$ cat src/rtl/mem_access_unit_p.sv
// mem_access_unit_p: memory-access pipeline stage between execute and write-back.
//   Issues aligned memory requests combinationally from the execute inputs.
//   Carries each instruction through RD_LAT stage registers, then formats
//   load data or passes the ALU result to write-back.
// Ports:
//   clk, rstn          clock and synchronous active-low reset
//   i_exec_*           instruction presented by execute (valid/type/len/addr/data/rd/res)
//   o_mem_*            aligned address, read/write strobes, byte strobes, lane-shifted store data
//   i_mem_data_r       aligned read word, valid RD_LAT cycles after o_mem_read_en
//   o_wb_*             write-back valid/rd/result from the oldest stage
//   o_byp_*            per-stage rd/result/forwardable flags (stage 0 youngest)
//   o_reg_not_ready    registers with a load still in flight
//   o_misaligned*      one-cycle misalignment pulse and held offending address
module mem_access_unit_p #(
  parameter int unsigned XLEN   = 32,
  parameter int unsigned RD_LAT = 2
) (
  input  logic                     clk,
  input  logic                     rstn,
  input  logic                     i_exec_valid,
  input  logic                     i_exec_load,
  input  logic                     i_exec_store,
  input  logic [1:0]               i_exec_len,
  input  logic                     i_exec_is_signed,
  input  logic [XLEN-1:0]          i_exec_addr,
  input  logic [XLEN-1:0]          i_exec_data_w,
  input  logic [4:0]               i_exec_rd,
  input  logic [XLEN-1:0]          i_exec_res,
  output logic [XLEN-1:0]          o_mem_addr,
  output logic                     o_mem_read_en,
  output logic                     o_mem_write_en,
  output logic [XLEN/8-1:0]        o_mem_wstrb,
  output logic [XLEN-1:0]          o_mem_data_w,
  input  logic [XLEN-1:0]          i_mem_data_r,
  output logic                     o_wb_valid,
  output logic [4:0]               o_wb_rd,
  output logic [XLEN-1:0]          o_wb_res,
  output logic [5*RD_LAT-1:0]      o_byp_rd,
  output logic [XLEN*RD_LAT-1:0]   o_byp_data,
  output logic [RD_LAT-1:0]        o_byp_ok,
  output logic [31:0]              o_reg_not_ready,
  output logic                     o_misaligned,
  output logic [XLEN-1:0]          o_misaligned_addr
);

  localparam int unsigned NB   = XLEN / 8;
  localparam int unsigned OFFW = (XLEN == 64) ? 3 : 2;
  localparam int unsigned OLD  = RD_LAT - 1;

  // Request decode
  logic            req_load;
  logic            req_store;
  logic            misal;
  logic [OFFW-1:0] req_off;
  logic [OFFW-1:0] align_mask;
  logic [NB-1:0]   base_strb;

  always_comb begin
    req_store  = i_exec_valid & i_exec_store;
    // Load and store together behave as a store.
    req_load   = i_exec_valid & i_exec_load & ~i_exec_store;
    req_off    = i_exec_addr[OFFW-1:0];
    align_mask = '0;
    for (int unsigned i = 0; i < OFFW; i++) begin
      if (i < 32'(i_exec_len)) align_mask[i] = 1'b1;
    end
    misal = (req_load | req_store) &
            (((i_exec_len == 2'd3) && (XLEN == 32)) | (|(req_off & align_mask)));
    base_strb = '0;
    for (int unsigned i = 0; i < NB; i++) begin
      if (i < (32'd1 << i_exec_len)) base_strb[i] = 1'b1;
    end
  end

  always_comb begin
    o_mem_addr     = '0;
    o_mem_read_en  = 1'b0;
    o_mem_write_en = 1'b0;
    o_mem_wstrb    = '0;
    o_mem_data_w   = '0;
    if (rstn) begin
      o_mem_addr     = {i_exec_addr[XLEN-1:OFFW], {OFFW{1'b0}}};
      o_mem_read_en  = req_load & ~misal;
      o_mem_write_en = req_store & ~misal;
      if (req_store & ~misal) begin
        o_mem_wstrb  = base_strb << req_off;
        o_mem_data_w = i_exec_data_w << {req_off, 3'b000};
      end
    end
  end

  // Stage registers, stage 0 youngest
  logic            v_q   [RD_LAT];
  logic            v_d   [RD_LAT];
  logic            ld_q  [RD_LAT];
  logic            ld_d  [RD_LAT];
  logic [4:0]      rd_q  [RD_LAT];
  logic [4:0]      rd_d  [RD_LAT];
  logic [XLEN-1:0] res_q [RD_LAT];
  logic [XLEN-1:0] res_d [RD_LAT];
  logic [1:0]      len_q [RD_LAT];
  logic [1:0]      len_d [RD_LAT];
  logic            sg_q  [RD_LAT];
  logic            sg_d  [RD_LAT];
  logic [OFFW-1:0] off_q [RD_LAT];
  logic [OFFW-1:0] off_d [RD_LAT];
  logic            misal_q;
  logic            misal_d;
  logic [XLEN-1:0] maddr_q;
  logic [XLEN-1:0] maddr_d;

  always_comb begin
    // Misaligned requests enter as bubbles; stores carry rd=0 so they never forward.
    v_d[0]   = i_exec_valid & ~misal;
    ld_d[0]  = req_load & ~misal;
    rd_d[0]  = req_store ? 5'd0 : i_exec_rd;
    res_d[0] = i_exec_res;
    len_d[0] = i_exec_len;
    sg_d[0]  = i_exec_is_signed;
    off_d[0] = req_off;
    for (int unsigned k = 1; k < RD_LAT; k++) begin
      v_d[k]   = v_q[k-1];
      ld_d[k]  = ld_q[k-1];
      rd_d[k]  = rd_q[k-1];
      res_d[k] = res_q[k-1];
      len_d[k] = len_q[k-1];
      sg_d[k]  = sg_q[k-1];
      off_d[k] = off_q[k-1];
    end
    misal_d = misal;
    maddr_d = misal ? i_exec_addr : maddr_q;
  end

  always_ff @(posedge clk) begin
    if (!rstn) begin
      for (int unsigned k = 0; k < RD_LAT; k++) begin
        v_q[k]   <= 1'b0;
        ld_q[k]  <= 1'b0;
        rd_q[k]  <= '0;
        res_q[k] <= '0;
        len_q[k] <= '0;
        sg_q[k]  <= 1'b0;
        off_q[k] <= '0;
      end
      misal_q <= 1'b0;
      maddr_q <= '0;
    end else begin
      for (int unsigned k = 0; k < RD_LAT; k++) begin
        v_q[k]   <= v_d[k];
        ld_q[k]  <= ld_d[k];
        rd_q[k]  <= rd_d[k];
        res_q[k] <= res_d[k];
        len_q[k] <= len_d[k];
        sg_q[k]  <= sg_d[k];
        off_q[k] <= off_d[k];
      end
      misal_q <= misal_d;
      maddr_q <= maddr_d;
    end
  end

  // Write-back from the oldest stage
  logic [XLEN-1:0] ld_shift;
  logic [XLEN-1:0] ld_res;
  int unsigned     wbits;
  logic            sbit;

  always_comb begin
    ld_shift = i_mem_data_r >> {off_q[OLD], 3'b000};
    wbits    = 32'd8 << len_q[OLD];
    if (wbits > XLEN) wbits = XLEN;
    sbit = 1'b0;
    for (int unsigned i = 0; i < XLEN; i++) begin
      if (i == wbits - 1) sbit = sg_q[OLD] & ld_shift[i];
    end
    for (int unsigned i = 0; i < XLEN; i++) begin
      ld_res[i] = (i < wbits) ? ld_shift[i] : sbit;
    end
    // A load to x0 still accessed memory but produces no write-back.
    o_wb_valid = rstn & v_q[OLD] & ~(ld_q[OLD] & (rd_q[OLD] == 5'd0));
    o_wb_rd    = '0;
    o_wb_res   = '0;
    if (o_wb_valid) begin
      o_wb_rd  = rd_q[OLD];
      o_wb_res = ld_q[OLD] ? ld_res : res_q[OLD];
    end
  end

  // Bypass / hazard view of every stage
  always_comb begin
    o_byp_rd        = '0;
    o_byp_data      = '0;
    o_byp_ok        = '0;
    o_reg_not_ready = '0;
    for (int unsigned k = 0; k < RD_LAT; k++) begin
      if (rstn & v_q[k]) begin
        o_byp_rd[5*k +: 5] = rd_q[k];
        if (ld_q[k]) begin
          if (rd_q[k] != 5'd0) o_reg_not_ready[rd_q[k]] = 1'b1;
        end else begin
          o_byp_data[XLEN*k +: XLEN] = res_q[k];
          o_byp_ok[k]                = (rd_q[k] != 5'd0);
        end
      end
    end
  end

  always_comb begin
    o_misaligned      = rstn & misal_q;
    o_misaligned_addr = rstn ? maddr_q : '0;
  end

endmodule

$ cat config.mk
export PLATFORM = sky130hd
export DESIGN_NAME = mem_access_unit_p
export DESIGN_NICKNAME = d
export VERILOG_FILES = /design/src/rtl/mem_access_unit_p.sv
export SDC_FILE = /design/constraint.sdc
export NUM_CORES = 1
export LEC_CHECK = 0
export ABC_AREA = 0
export CAP_MARGIN = 20
export CELL_PAD_IN_SITES_DETAIL_PLACEMENT = 2
export CELL_PAD_IN_SITES_GLOBAL_PLACEMENT = 2
export CORE_MARGIN = 2
export CORE_UTILIZATION = 22
export DETAILED_ROUTE_END_ITERATION = 8
export PLACE_DENSITY_LB_ADDON = 0.1
export SYNTH_ARGS = -nofsm -noshare
export SYNTH_HDL_FRONTEND = slang
export SYNTH_SLANG_ARGS = --single-unit
$ cat constraint.sdc
create_clock -name clk -period 7 [get_ports clk]
set_input_delay 2.1 -clock clk [delete_from_list [all_inputs] [get_ports clk]]
set_output_delay 2.1 -clock clk [all_outputs]
set_load 0.02 [all_outputs]
### Word-level counts from Yosys, hierarchy flattened

Memory sizes are Yosys's and may differ from the RTL's.
Index checks and enable logic that the tools add are counted.

| cells by class | value |
|---|---|
| $add $sub $neg | 1 |
| magnitude comparators | 43 |
| equal/unequal tests | 32 |
| shift operators | 5 |
| mux-type cells | 119 |
| bitwise operators | 65 |
| reductions and logical operators | 7 |

Operators by type and width:

| kind | count |
|---|---|
| $mux 32 | 19 |
| $eq 5x32->1 const A | 16 |
| $lt 5x32->1 const A | 16 |
| $eq 4x32->1 const A | 8 |
| $lt 4x32->1 const A | 8 |
| $eq 3x32->1 const A | 4 |
| $lt 1x32->1 const A | 4 |
| $lt 2x32->1 const A | 4 |
| $lt 3x32->1 const A | 4 |
| $mux 1 | 86 |
| $eq 2x32->1 const A | 2 |
| $and 1x1->1 | 44 |
| $eq 1x32->1 const A | 1 |
| $gt 32x6->1 const B | 1 |
| $logic_not 32->1 | 1 |
| $or 32x32->32 | 1 |
| $shl 1x2->32 const A | 1 |
| $shl 32x5->32 | 1 |
| $shl 4x2->32 const A | 1 |
| $shr 32x5->32 | 1 |
| $sub 32x1->32 const B | 1 |
| $mux 5 | 6 |
| $or 1x1->1 | 16 |
| $lt 5x6->1 const B | 2 |
| 13 further kinds | 24 |

| storage, ports and cells | value |
|---|---|
| bits in registers | 33 |
| RAM bits | 88 |
| input port bits | 141 |
| output and inout port bits | 249 |
| memories kept | 7 |

Memory list:

| memory | depth | bits a word | read ports | clocked after Yosys merged registers in | wr ports | RTL line | source |
|---|---|---|---|---|---|---|---|
| res_q | 2 | 32 | 2 | 0 | 2 | 99 | `logic [XLEN-1:0] res_q [RD_LAT];` |
| rd_q | 2 | 5 | 2 | 0 | 2 | 97 | `logic [4:0] rd_q [RD_LAT];` |
| len_q | 2 | 2 | 2 | 0 | 2 | 101 | `logic [1:0] len_q [RD_LAT];` |
| off_q | 2 | 2 | 2 | 0 | 2 | 105 | `logic [OFFW-1:0] off_q [RD_LAT];` |
| ld_q | 2 | 1 | 2 | 0 | 2 | 95 | `logic ld_q [RD_LAT];` |
| sg_q | 2 | 1 | 2 | 0 | 2 | 103 | `logic sg_q [RD_LAT];` |
| 1 more memories | - | - | - | - | - | - |  |

### Depth between registers and ports, before layout

Gate-level depths: netlist (run 1).

| logic depth | value |
|---|---|
| depth after elaboration | 40 |
| gate-level depth with buffers | 11 |
| mapped depth without buffers | 10 |

### Worst setup path after synthesis (run 1)

No wires, ideal clock.

| timing path | value |
|---|---|
| path kind | input port to output port |
| from | in i_exec_addr[0] |
| to | out o_mem_read_en |
| arrival time | 3.514 ns |
| slack | 1.386 ns |
| stages | 4 |
| path buffers | 1 |
| cell sequence | nor3_1 nor2_4 buf_2 nor4b_1 |

| on the way | value |
|---|---|
| longest elaborated chain between the ends | 7 |

RTL lines:

| item | RTL line | source |
|---|---|---|
| from (decl) | 25 | `input logic [XLEN-1:0] i_exec_addr,` |
| $and 2x2->2 | 68 | `(((i_exec_len == 2'd3) && (XLEN == 32)) \| (\|(req_off & align_mask)));` |
| $reduce_or 2->1 | 68 |  |
| $or 1x1->1 | 68 |  |
| $and 1x1->1 | 67 | `misal = (req_load \| req_store) &` |
| $not 1->1 | 83 | `o_mem_read_en = req_load & ~misal;` |
| $and 1x1->1 | 83 |  |
| $mux 1 | 81 | `if (rstn) begin` |
| to (decl) | 30 | `output logic o_mem_read_en,` |

Every way passes these cells.

### Worst setup path after layout (run 1)

| timing path | value |
|---|---|
| from | in i_exec_addr[0] |
| to | out o_mem_data_w[22] |

| on the way | value |
|---|---|
| longest elaborated chain between the ends | 8 |
| elaborated cells between the ends (all ways) | 9 |
| those cells by class | shift (1); mux (2); bitwise (5); reduce/logical (1) |

RTL lines:

| item | RTL line | source |
|---|---|---|
| $and 2x2->2 | 68 |  |
| $reduce_or 2->1 | 68 |  |
| $or 1x1->1 | 68 |  |
| $and 1x1->1 | 67 |  |
| $not 1->1 | 85 | `if (req_store & ~misal) begin` |
| $and 1x1->1 | 85 |  |
| $mux 32 * | 85 |  |
| $mux 32 * | 81 |  |
| to (decl) | 33 | `output logic [XLEN-1:0] o_mem_data_w,` |

Every way passes the cells marked *; elsewhere a longest branch is shown, timed or not.

==> metrics.yaml, run 1 <==
result_of_the_run: "complete, no violations"
post-route-period-util: 0.964
critical-path-slowest-cell: "sky130_fd_sc_hd__clkdlybuf4s50_1"
preCtsSetupSlack_ns: 0.265
core-area_um2: 29900
avgSynthCellArea_um2: 8.61
fin_skew_ns: 0.0124
critPathMostFrequentCell: "sky130_fd_sc_hd__clkdlybuf4s50_1"
timing.critical_path.fanout_max: 14
syn_to_final_growth_pct: 71.1
cap_viol_max_count: 0
critical_path.cell_chain: "clkdlybuf4s50_1 -> buf_4 -> nor2b_1 -> a21oi_1 -> nor2_1 -> clkdlybuf4s50_1"
timing.max_slew.rel_slack: 0.488
max_freq_ghz: 0.148
critPathCaptureType: "output port"
hold_path.class: "reg2reg"
post_cts_buffers: 0
grt.total_usage: 0.196
post_synth_num_cell_types: 52
cts_tree: "done"
routed-via-count: 7025
synth_seq_cells: 121
grt_setup_unrepaired: "false"
crit_required_ns: 4.90
leakage_uw: 0.00433
first_global_vias: 7537
synth.yosys.warnings: 0
cts_max_level: 4
fp.dieH_um: 179
overflow: 0
clock_buffer_count_from_cts: 17
hold_start: "len_q[0][0]$_SDFF_PN0_"
tightestPinTransition_ns: 0.766
hold_buffers: 0
syn_inst: 780
layout-drive-gt1-share: 0.0809
initial_utilization: 0.225
io_buffers: 386
worst_setup_hold_path_clk_slew_ns: 0.06
critical_path.max_stage_delay_ns: 0.69
clock_sinks: 121
synth.top_cell.area_share: 0.361
via_per_inst: 4.56
drc: 0
wirelength_um: 31800
criticalPathCategory: "in2out"
floorplan.die_area_um2: 31900
fin_nets: 1280
fin_tns_setup_ns: 0
vdd.ir_drop.worst_mv: 0.129
p_per_area_nw_per_um2: 173
drt_pre_antenna_iters: 4
timing.hold.worst_endpoint: "len_q[0][2]$_SDFF_PN0_"
initialDrtViolationCount: 299
critical_path.reg2reg.endpoint: "maddr_q[20]$_SDFFE_PN0P_"
worst-r2r-cell-count: 2
grt_start_max_net_pins: 71
timing.critical_path.arrival_ns: 4.65
layout.core_utilization: 0.385
worst_case_register_to_register_setup_slack_ns: 6.15
min_delay_path_depth: 1
cts.root.buffer_cell: "sky130_fd_sc_hd__clkbuf_16"
hold_viol_final: 0
post-route-min-period_ns: 6.75
slew_violations: 0
seq_area_frac_synth: 0.361
wire_per_inst_um: 20.6
top_level_ports: 390
regToRegStartpoint: "maddr_q[20]$_SDFFE_PN0P_"
final_antenna_net_count: 0
setup_viol_count_final: 0
fp.dieW_um: 179
dpl.hpwl_um: 25300
wire_length_of_the_first_global_routing_pass_um: 46900
synthDominantAreaCellType: "sky130_fd_sc_hd__dfxtp_1"
critPathLaunchType: "input port"
clock_insertion_delay_at_the_later_pin_of_the_skew_report_ns: 0.42
maximum_count_of_clock_buffers_along_a_single_path: 2
rows: 63
synth.area.top_cells: "sky130_fd_sc_hd__dfxtp_1 36%, sky130_fd_sc_hd__and2_1 20%, sky130_fd_sc_hd__mux2i_1 6.0%, sky130_fd_sc_hd__mux2_2 4.4%, sky130_fd_sc_hd__a211oi_1 2.9%"
mappedNetlistArea_um2: 6720
antenna_found_initial: 5
timing.final.ws_setup_ns: 0.249
place_congestion: 0.785
post_cts_resized: 0
[power breakdown]
group	internal, µW	switching [µW]	leakage, µW
clock	569	348	0.000293
sequential	723	19.6	0.000997
combinational	172	156	0.00304
total	1460	524	0.00433
[flip-flops by register name (all words and copies together) (netlist names)]
signal and count:
maddr_q 32, sg_q 2, off_q 4, ld_q 2
misal_q 1, rd_q 10, v_q 2, len_q 4
res_q 64
[worst max-delay path by stage]
stage | startpoint | to | slack, ns
final | i_exec_addr[0] | o_mem_data_w[22] | 0.25
after floorplan | i_exec_addr[0] | o_mem_read_en | 1.39
after global routing | i_exec_addr[0] | o_mem_data_w[22] | 0.13
after CTS | i_exec_addr[0] | o_mem_data_w[6] | 0.25
after detailed placement | i_exec_addr[0] | o_mem_data_w[6] | 0.27
after global placement | i_mem_data_r[31] | o_wb_res[25] | 0.33
[metal layers]
layer | track usage | routed length (µm) | vias to the layer above
li1 | - | - | 3380
met1 | 0.248 | 14000 | 3372
met4 | 0.0393 | 276 | 4
met5 | 0 | 27 | -
met2 | 0.320 | 14800 | 252
met3 | 0.0721 | 2690 | 17
[final cells by class]
class	instances	area, µm²
Fill cell	3317	18400
Multi-Input combinational cell	590	3990
Timing Repair Buffer	398	3950
Sequential cell	121	2420
Tap cell	390	488
Clock buffer	18	429
Clock inverter	14	184
Inverter	8	30.0
Antenna cell	3	7.51
[kinds of logic after synthesis]
family,Yosys count,synth area share
buffers and inverters,72,0.0482
adders and majority gates,3,0.00559
AOI/OAI and AO/OA,131,0.140
muxes,70,0.110
and+or+nand+nor,381,0.335
DFF,121,0.361
other,2,0.00112
[cells in the final DEF, fill, tap and decap left out, drive strengths merged, types with 3 or more instances in the layout]
cell type,Yosys,routed
dfxtp,121,121
bufinv,0,3
or3,3,3
nor4b,4,4
nand4,3,3
nand3,9,9
nor2b,21,21
o22ai,31,31
clkbuf,41,18
nand2b,4,4
inv,8,15
and2,220,220
nand4b,3,3
a21oi,26,26
or3b,4,4
a211o,9,9
buf,23,13
mux2,30,30
nand2,24,24
conb,2,5
ha,3,3
clkdlybuf4s50,0,385
and3,18,18
o21ai,20,20
mux2i,40,40
diode,0,3
a211oi,26,26
nor2,53,53
nand3b,10,10
o221a,7,7
[cell usage after synthesis (all sizes together)]
library cell,n
nor2,53
inv,8
nand2b,4
nand3,9
o2bb2ai,2
a21o,1
a2111oi,1
or3,3
conb,2
buf,23
ha,3
nand2,24
o2111ai,1
nor4b,4
nand3b,10
a21oi,26
clkbuf,41
o211ai,1
a221oi,1
a211oi,26
a31oi,2
or2,2
and3,18
and2,220
o31a,1
nor4bb,1
nand4,3
a211o,9
o22ai,31
o21ai,20
mux2,30
nor2b,21
a21boi,1
o21a,1
or3b,4
o221a,7
nand4b,3
nor3,2
mux2i,40
dfxtp,121
[critical path, delay by kind of cell]
kind / cells / cell delay (ns)
compound gates: 1 / 0.18
simple gates: 2 / 0.78
buf+inv: 3 / 1.59
[metrics by stage]
| step | std cells | hold slack (ns) | cell area, µm² | total power, µW |
|---|---|---|---|---|
| 6_report | 1542 | 0.430 | 11500 | 1990 |
| 5_1_grt | 1540 | 0.467 | 11500 | 2090 |
| 2_1_floorplan | 783 | 0.412 | 6730 | 908 |
| 4_1_cts | 1539 | 0.436 | 11500 | 2020 |
| 3_5_place_dp | 1507 | 0.426 | 10900 | 1090 |
| 3_3_place_gp | 1507 | 0.422 | 10900 | 1080 |
(Power assumes the default switching activity.)
==> inputs of run 2 (changes only) <==
Settings changed: CAP_MARGIN 20 to 5.
==> results of run 2 <==
Final layout, timing and power as in run 1 (identical DEF).
